$ cat config.mk
export PLATFORM = sky130hd
export DESIGN_NAME = uart_cmd_ctrl
export DESIGN_NICKNAME = d
export VERILOG_FILES = /design/src/rtl/uart_cmd_pkg.sv /design/src/rtl/uart_cmd_timeout.sv /design/src/rtl/uart_cmd_ctrl.sv
export SDC_FILE = /design/constraint.sdc
export NUM_CORES = 1
export LEC_CHECK = 0
export BUFFER_PORTS_ARGS = -buffer_cell sky130_fd_sc_hd__buf_2
export CORE_AREA = 2 2 59 89
export CTS_CLUSTER_DIAMETER = 50
export CTS_CLUSTER_SIZE = 12
export DETAILED_ROUTE_END_ITERATION = 16
export DIE_AREA = 0 0 61 91
export GPL_ROUTABILITY_DRIVEN = 0
export PLACE_DENSITY = 0.76
export SLEW_MARGIN = 20
export SYNTH_ARGS = -nofsm -noshare
export SYNTH_HDL_FRONTEND = slang
export SYNTH_SLANG_ARGS = --single-unit
$ cat constraint.sdc
create_clock -name i_clk -period 5.09 [get_ports i_clk]
set_input_delay 0.7635 -clock i_clk [delete_from_list [all_inputs] [get_ports i_clk]]
set_output_delay 0.7635 -clock i_clk [all_outputs]
set_load 0.02 [all_outputs]
$ cat src/rtl/uart_cmd_pkg.sv
// Shared types and constants for the framed UART command controller.
package uart_cmd_pkg;

    typedef enum logic [1:0] {
        IDLE,
        CMD,
        DATA,
        CSUM
    } state_t;

    localparam logic [7:0] CMD_SET_DISP = 8'h01;
    localparam logic [7:0] CMD_SET_LED  = 8'h02;
    localparam logic [7:0] CMD_SET_BOTH = 8'h03;

    localparam logic [7:0] SYNC_DEFAULT = 8'hA5;

endpackage

$ cat src/rtl/uart_cmd_timeout.sv
// Inter-byte timeout: down-counter reloaded by clear, expire when it has run out.
module uart_cmd_timeout #(
    parameter int unsigned TIMEOUT_CYCLES = 250000
) (
    input  logic clk,
    input  logic rst,
    input  logic clear,
    input  logic enable,
    output logic expire
);

    localparam int CW = $clog2(TIMEOUT_CYCLES);
    localparam logic [CW-1:0] LOAD = CW'(TIMEOUT_CYCLES - 1);

    // remaining == LOAD is the "zero elapsed cycles" state; it holds at zero so it never wraps
    logic [CW-1:0] remaining;

    always_ff @(posedge clk or posedge rst) begin
        if (rst) begin
            remaining <= LOAD;
        end else if (clear) begin
            remaining <= LOAD;
        end else if (enable && remaining != '0) begin
            remaining <= remaining - CW'(1);
        end
    end

    assign expire = enable && (remaining == '0);

endmodule

$ cat src/rtl/uart_cmd_ctrl.sv
// Framed command parser (SYNC, CMD, DATA, CSUM) driving the display byte and LED nibble.
// Optional UART_CMD_STATS_EN adds saturating good/error frame counters.
module uart_cmd_ctrl
    import uart_cmd_pkg::*;
#(
    parameter logic [7:0]  SYNC_BYTE      = SYNC_DEFAULT,
    parameter int unsigned TIMEOUT_CYCLES = 250000
) (
    input  logic       i_clk,
    input  logic       i_rst,
    input  logic [7:0] i_rx_byte,
    input  logic       i_rx_valid,
    output logic [7:0] o_disp_byte,
    output logic [3:0] o_led,
    output logic       o_update,
    output logic       o_frame_err,
    output logic       o_busy
`ifdef UART_CMD_STATS_EN
    ,
    output logic [7:0] o_good_count,
    output logic [7:0] o_err_count
`endif
);

    state_t     state, state_n;
    logic [7:0] cmd, cmd_n;
    logic [7:0] data, data_n;
    logic [7:0] disp_n;
    logic [3:0] led_n;
    logic       upd_n, err_n;
    logic       expire;

    uart_cmd_timeout #(.TIMEOUT_CYCLES(TIMEOUT_CYCLES)) u_timeout (
        .clk    (i_clk),
        .rst    (i_rst),
        .clear  (i_rx_valid || state == IDLE),
        .enable (state != IDLE),
        .expire (expire)
    );

    always_comb begin
        state_n = state;
        cmd_n   = cmd;
        data_n  = data;
        disp_n  = o_disp_byte;
        led_n   = o_led;
        upd_n   = 1'b0;
        err_n   = 1'b0;
        // a byte arriving on the expiry cycle takes priority over the timeout
        if (i_rx_valid) begin
            unique case (state)
                IDLE: if (i_rx_byte == SYNC_BYTE) state_n = CMD;
                CMD: begin
                    cmd_n = i_rx_byte;
                    if (i_rx_byte inside {CMD_SET_DISP, CMD_SET_LED, CMD_SET_BOTH}) begin
                        state_n = DATA;
                    end else if (i_rx_byte != SYNC_BYTE) begin
                        err_n   = 1'b1;
                        state_n = IDLE;
                    end
                end
                DATA: begin
                    data_n  = i_rx_byte;
                    state_n = CSUM;
                end
                CSUM: begin
                    state_n = IDLE;
                    if (i_rx_byte != (cmd ^ data) || (cmd == CMD_SET_LED && data[7:4] != 4'h0)) begin
                        err_n = 1'b1;
                    end else begin
                        upd_n = 1'b1;
                        if (cmd != CMD_SET_LED)  disp_n = data;
                        if (cmd != CMD_SET_DISP) led_n  = data[3:0];
                    end
                end
                default: state_n = IDLE;
            endcase
        end else if (expire) begin
            err_n   = 1'b1;
            state_n = IDLE;
        end
    end

    always_ff @(posedge i_clk or posedge i_rst) begin
        if (i_rst) begin
            state       <= IDLE;
            cmd         <= 8'h00;
            data        <= 8'h00;
            o_disp_byte <= 8'h00;
            o_led       <= 4'h0;
            o_update    <= 1'b0;
            o_frame_err <= 1'b0;
            o_busy      <= 1'b0;
        end else begin
            state       <= state_n;
            cmd         <= cmd_n;
            data        <= data_n;
            o_disp_byte <= disp_n;
            o_led       <= led_n;
            o_update    <= upd_n;
            o_frame_err <= err_n;
            o_busy      <= (state_n != IDLE);
        end
    end

`ifdef UART_CMD_STATS_EN
    always_ff @(posedge i_clk or posedge i_rst) begin
        if (i_rst) begin
            o_good_count <= 8'h00;
            o_err_count  <= 8'h00;
        end else begin
            if (upd_n && o_good_count != 8'hFF) o_good_count <= o_good_count + 8'd1;
            if (err_n && o_err_count != 8'hFF)  o_err_count  <= o_err_count + 8'd1;
        end
    end
`endif

endmodule
---- Word level (Yosys, flattened, before mapping) ----
Cells that the tools add are included.
storage, ports and cells
  bits in registers ....................... 51
  input port bits ......................... 11
  output and inout port bits .............. 15
  word-level logic and storage cells ...... 58
cells by class
  add/subtract/negate cells ............... 1
  equality and inequality tests ........... 12
  muxes and demuxes ....................... 17
  bitwise operators ....................... 2
  reductions and logical operators ........ 17
operator list
  cell                   number
  $mux 18                2
  $eq 8x2->1 const B     3
  $logic_not 18->1       1
  $reduce_bool 18->1     1
  $sub 18x1->18 const B  1
  $mux 2                 5
  $eq 8x1->1 const B     1
  $eq 8x8->1 const B     1
  $mux 1                 8
  $ne 8x1->1 const B     1
  $ne 8x2->1 const B     1
  $ne 8x8->1             1
  $ne 8x8->1 const B     1
  $pmux 2 s4             1
  $reduce_and 4->1       2
  $xor 8x8->8            1
  $reduce_bool 2->1      3
  $eq 2x2->1 const B     2
  $reduce_and 2->1       2
  $reduce_bool 4->1      1
  $logic_and 1x1->1      3
  $reduce_bool 3->1      1
  $eq 2x1->1 const B     1
  $logic_not 2->1        1
  other kinds (3)        4

---- Logic depth before layout (Yosys ltp) ----
  depth in word-level cells ............... 6
  mapped depth ............................ 8
  mapped depth without buffers ............ 7

---- Modules after synthesis ----
Synthesis repeated with hierarchy kept, for this count alone.
unflattened totals
  cell total of the unflattened synthesis .. 230
  area, all modules ....................... 2,646.3 sq um
modules (own cells, without submodules)
  module            times used  cells an instance  area an instance (sq um)  sequential area each (sq um)
  uart_cmd_ctrl     1           111                1,564.0                   825.8
  uart_cmd_timeout  1           119                1,082.3                   462.9

---- Worst setup path before layout ----
No wires, ideal clock.
  path kind ............................... input-to-reg
  from .................................... in i_rx_valid
  to ...................................... reg u_timeout.remaining[6]
  library setup time ...................... 0.131 ns
  data arrival time ....................... 2.107 ns
  required time ........................... 4.959 ns
  setup slack ............................. 2.852 ns
  stages .................................. 7
  buffers on the path ..................... 2
  path through ............................ clkbuf_1 -> o21ba_2 -> and4_1 -> clkbuf_1 -> a2111oi_0 -> xnor2_1 -> nor2_1
between the ends
  word-level cells in the longest chain between the ends .. 2
  elaborated cells on any way between the ends .. 3
  those cells by class .................... mux (1); reduce/logical (2)
ends and longest elaborated chain
  what                                          RTL line                RTL
  from (decl)                                   uart_cmd_ctrl.sv:12     input logic i_rx_valid,
  $logic_or 1x1->1 (*)                          uart_cmd_ctrl.sv:36     .clear (i_rx_valid || state == IDLE),
  $mux 18 or $reduce_bool 2->1 (tied branches)  --
  to (signal assigned)                          uart_cmd_timeout.sv:24  remaining <= remaining - CW'(1);
  to (decl)                                     uart_cmd_timeout.sv:16  logic [CW-1:0] remaining;
Mark *: on every way between the ends. The rest lies on a longest branch, timed or not.
A chain may end at the register's enable or synchronous reset.

---- Worst setup path after layout ----
  from .................................... reg u_timeout.remaining[6]
  to ...................................... reg u_timeout.remaining[16]
between the ends
  word-level cells in the longest chain between the ends .. 3
  elaborated cells on any way between the ends .. 6
  those cells by class .................... add/sub (1); mux (2); reduce/logical (3)
ends and longest elaborated chain
  what                                                 RTL line                                        RTL
  $sub 18x1->18 or $reduce_bool 18->1 (tied branches)  uart_cmd_timeout.sv:24, uart_cmd_timeout.sv:23
  $mux 18 or $logic_and 1x1->1 (tied branches)         uart_cmd_timeout.sv:23                          end else if (enable && remaining != '0) begin
  $mux 18 or $reduce_bool 2->1 (tied branches)         --
Parallel ways exist; a longest one is shown, timed or not. The select of a mux whose other input is x is not followed.

==> impl_summary.md <==
Layout
The area overhead of the layout relative to synthesis is 10.20%. The count of antenna diodes in the layout is 0. The top cell types in the final layout, fill and taps aside, are dfrtp_1, mux2_2, buf_2, nand2_1, xnor2_1. Of the cells placed in the final design, the portion with a size suffix greater than 1 is 0.3133.

The layout net count is 260. The most common cell after layout, fill and taps aside is dfrtp_1. The utilization of the core after routing is 0.5948. The fill cell instance count of the final layout is 409.

Place
The pre-CTS worst setup slack is 2.425 ns. The count of input and output buffers is 25. The wire-length estimate of the detail-placed layout is 3.728 mm.

CTS
The cell at the root of the clock tree is clkbuf_8. The H-tree level count is 2. The number of sinks on the clock net is 51. In this run, CTS created clock tree buffers numbering 5. TritonCTS built the clock tree.

After clock tree synthesis, the clock-pin slew on the worst setup and hold paths is 0.10 ns. Post-CTS timing repair inserted 0 buffers for setup. At the later pin of the worst-skew pair, clock insertion delay measures 0.30 ns. After clock tree synthesis, the repair step resized 0 gates.

The hold buffer count at cts is 0. The longest clock path from root to sink contains 2 buffers.

STA
The share of the clock period used by the worst path is 0.4629. The count of final hold-check violations is 0. The smallest clock period supported by the final layout is computed as 2.356 ns. The max-slew violation total from the final report is 0. For the final database, setup skew stands at 0.01465 ns. The count of endpoints failing setup in the final report is 0. Adding up every negative setup slack in the final design gives 0 ns.

The measured slew at the worst slew-check pin is 0.8683 ns. In this run the tightest slew margin relative to its limit is 0.4211. Based on the critical path, the design can be clocked at up to 424.4 MHz. Hold timing on the final database bottoms out at a slack of 0.5051 ns.

The worst path meets setup with 2.734 ns of slack. Setup repair after global routing left no endpoint under its margin.

Synthesis
The number of nets produced by synthesis is 236. By area, the combinational part of the netlist is dominated by simple AND/OR/NAND/NOR gates. Synthesis inferred 51 register bits. By area the synthesized netlist is led by dfrtp_1, mux2_2, dfstp_2, xnor2_1, xnor3_1. Counting distinct cell types in the post-synthesis netlist gives 40. The post-synthesis instance total is 224. The compound-cell area share of the yosys netlist was 0.08212. The register area share after synthesis is 0.5005. The Yosys step of the flow raised 0 warnings. Summing every instance area after synthesis gives 2575 µm². The cell taking the most area after synthesis is dfrtp_1. Of the total synthesized cell area, the portion taken by full adders, half adders and majority gates is 0.004859.

The mean cell area of the mapped netlist is 11.50 µm². Of the total synthesized cell area, the portion taken by AND, OR, NAND and NOR gates is 0.1647. The portion of synthesized area spent on multiplexers is 0.1268. The fraction of registers with async set/reset is 1.000.

The number of enable flip-flop cells after synthesis is 0. The post-synthesis share of cell area spent on xor and xnor gates is 0.1030. The predominant post-synthesis flop cell is dfrtp_1. The share of synthesized area in the top cell type comes to 0.3984.

Worst setup path
In this design, the critical path's most frequently occurring cell is or4_4. The startpoint identified for the worst register-to-register timing path is u_timeout.remaining[6]$_DFFE_PP0P_. The kind of start point of the critical path is a flip-flop.

The capturing point of the worst reg2reg path is u_timeout.remaining[16]$_DFFE_PP1P_. The reg-to-reg setup timing slack is 2.73 ns. The worst setup path endpoint is u_timeout.remaining[16]$_DFFE_PP1P_. The length in cells of the worst reg-to-reg path is 5. The data arrival time of the critical path is 2.60 ns. On the worst path, the slowest cell contributes a delay of 0.63 ns.

Traced cell by cell, the critical path runs through or4_4 -> or4_1 -> or4_4 -> a21oi_1 -> o21ai_1. The maximum fanout count along the critical path is 7. The data required time of the worst path is 5.33 ns. STA classifies the critical path endpoint as a flip-flop.

The worst setup path is of the flip-flop to flip-flop kind. The slowest cell on the critical path is or4_1. The launching instance or port of the critical path is u_timeout.remaining[6]$_DFFE_PP0P_.

Drt
The count of routing violations after the opening detailed-route iteration is 45. After detailed routing, the average wire length per cell comes to 15.99 µm. In this run the remaining antenna-violating nets after routing total 0. The first detailed-routing pass took 4 iterations. The total detailed-routing wirelength is 5.037 mm.

For this run, design rule violations remaining after detail routing come to 0. Summing over every cut layer, the via total after detailed routing is 1777. The average via count per standard cell is 5.641.

GRT
The first global-routing pass estimated 8.314 mm of wire. The maximum number of pins on one net before global-route repair is 52. Global routing finished with a remaining overflow of 0. The number of antenna violations at the first check in global routing was 0. The overall global routing resource usage is 0.1995. The number of global-route vias before repair is 1879.

Flow run
The number of maximum-capacitance constraint violations is 0.

Min path
The type of the worst min-delay path is flip-flop to flip-flop.

Floorplan
The total area inside the core boundary comes to 4771 µm². The initial core utilization is 0.5397. The height of the die is 91 µm. For this design the top-level I/O count stands at 26.

The floorplan has 31 rows. The die extent in x is 61 µm. The floorplan step defined a die boundary enclosing 5551 µm².

Outcome
The flow ran to the end, and the final reports show no timing, DRC or antenna violations.

Power
The static leakage is 1.232 nW. VDD sags by at most 0.2364 mV. Power spread over the standard cell area amounts to 366.0 nW/µm².
## report_power, final
part	switching [mW]	total, mW	internal (mW)
Clock	0.129	0.225	0.0963
Sequential	0.0870	0.564	0.477
Combinational	0.0949	0.249	0.155
Total	0.311	1.04	0.728
## final cells by class
cell class	count	area (µm²)	share of cell area
tap	66	82.58	0.02910
clock inverter	2	12.51	0.004409
multi-input combinational	161	1240	0.4369
inverter	4	16.27	0.005732
sequential	51	1289	0.4541
clock buffer	6	72.57	0.02557
timing repair buffer	25	125.1	0.04409
## kinds of logic after synthesis
group | count (synthesis)
adder cells (fa/ha/maj) | 1
XOR/XNOR | 24
multiplexers | 29
AND/OR/NAND/NOR | 75
flip-flops | 51
AO/OA/AOI/OAI | 32
buffers and inverters | 12
## per-layer routing
| layer | global-route usage | up-vias | share of wire |
|---|---|---|---|
| met2 | 0.3441 | 41 | 0.54 |
| met1 | 0.2271 | 866 | 0.40 |
| met4 | 0.09420 | 0 | 0.035 |
| met5 | 0 | - | 0 |
| met3 | 0.03704 | 14 | 0.026 |
| li1 | - | 856 | - |
## worst max-delay path, delay by kind of cell (launching register included)
kind | cells | cell delay (ns)
and+or+nand+nor | 3 | 1.64
DFF | 1 | 0.42
AOI/OAI and AO/OA | 2 | 0.23
## per-stage QoR
stage / std cells / power, mW / area (µm²)
floorplan: 224 / 0.7506 / 2575
global placement: 307 / 0.8182 / 2751
detailed placement: 307 / 0.8252 / 2751
CTS: 315 / 1.053 / 2836
global route: 315 / 1.093 / 2838
finish: 315 / 1.039 / 2838
## synth_stat cells (5+ instances only)
master / number
clkbuf_1: 7
o211ai_1: 6
mux2_2: 29
a21oi_1: 5
dfrtp_1: 41
xnor2_1: 13
o21ai_0: 9
nor2b_1: 5
nor3_1: 9
nand2_1: 13
dfstp_2: 10
nand2b_1: 6
xor2_1: 7
nor2_1: 11
nor4_1: 7
## flip-flops by register name, indices dropped and copies added (netlist names)
| signal | count |
|---|---|
| o_update | 1 |
| o_led | 4 |
| o_frame_err | 1 |
| o_busy | 1 |
| u_timeout.remaining | 18 |
| state | 2 |
| data | 8 |
| o_disp_byte | 8 |
| cmd | 8 |
## worst min path at each step
stage,from,slack (ns),cells past startpoint,endpoint
final,u_timeout.remaining[17]$_DFFE_PP1P_,0.51,2,u_timeout.remaining[16]$_DFFE_PP1P_
after global routing,o_disp_byte[5]$_DFFE_PP0P_,0.53,1,o_disp_byte[5]$_DFFE_PP0P_
after CTS,u_timeout.remaining[17]$_DFFE_PP1P_,0.51,2,u_timeout.remaining[16]$_DFFE_PP1P_
after detailed placement,o_led[1]$_DFFE_PP0P_,0.49,1,o_led[1]$_DFFE_PP0P_
after global placement,o_led[3]$_DFFE_PP0P_,0.48,1,o_led[3]$_DFFE_PP0P_
after floorplan,u_timeout.remaining[17]$_DFFE_PP1P_,0.47,2,u_timeout.remaining[16]$_DFFE_PP1P_
Power figures use the tool's default switching activity.
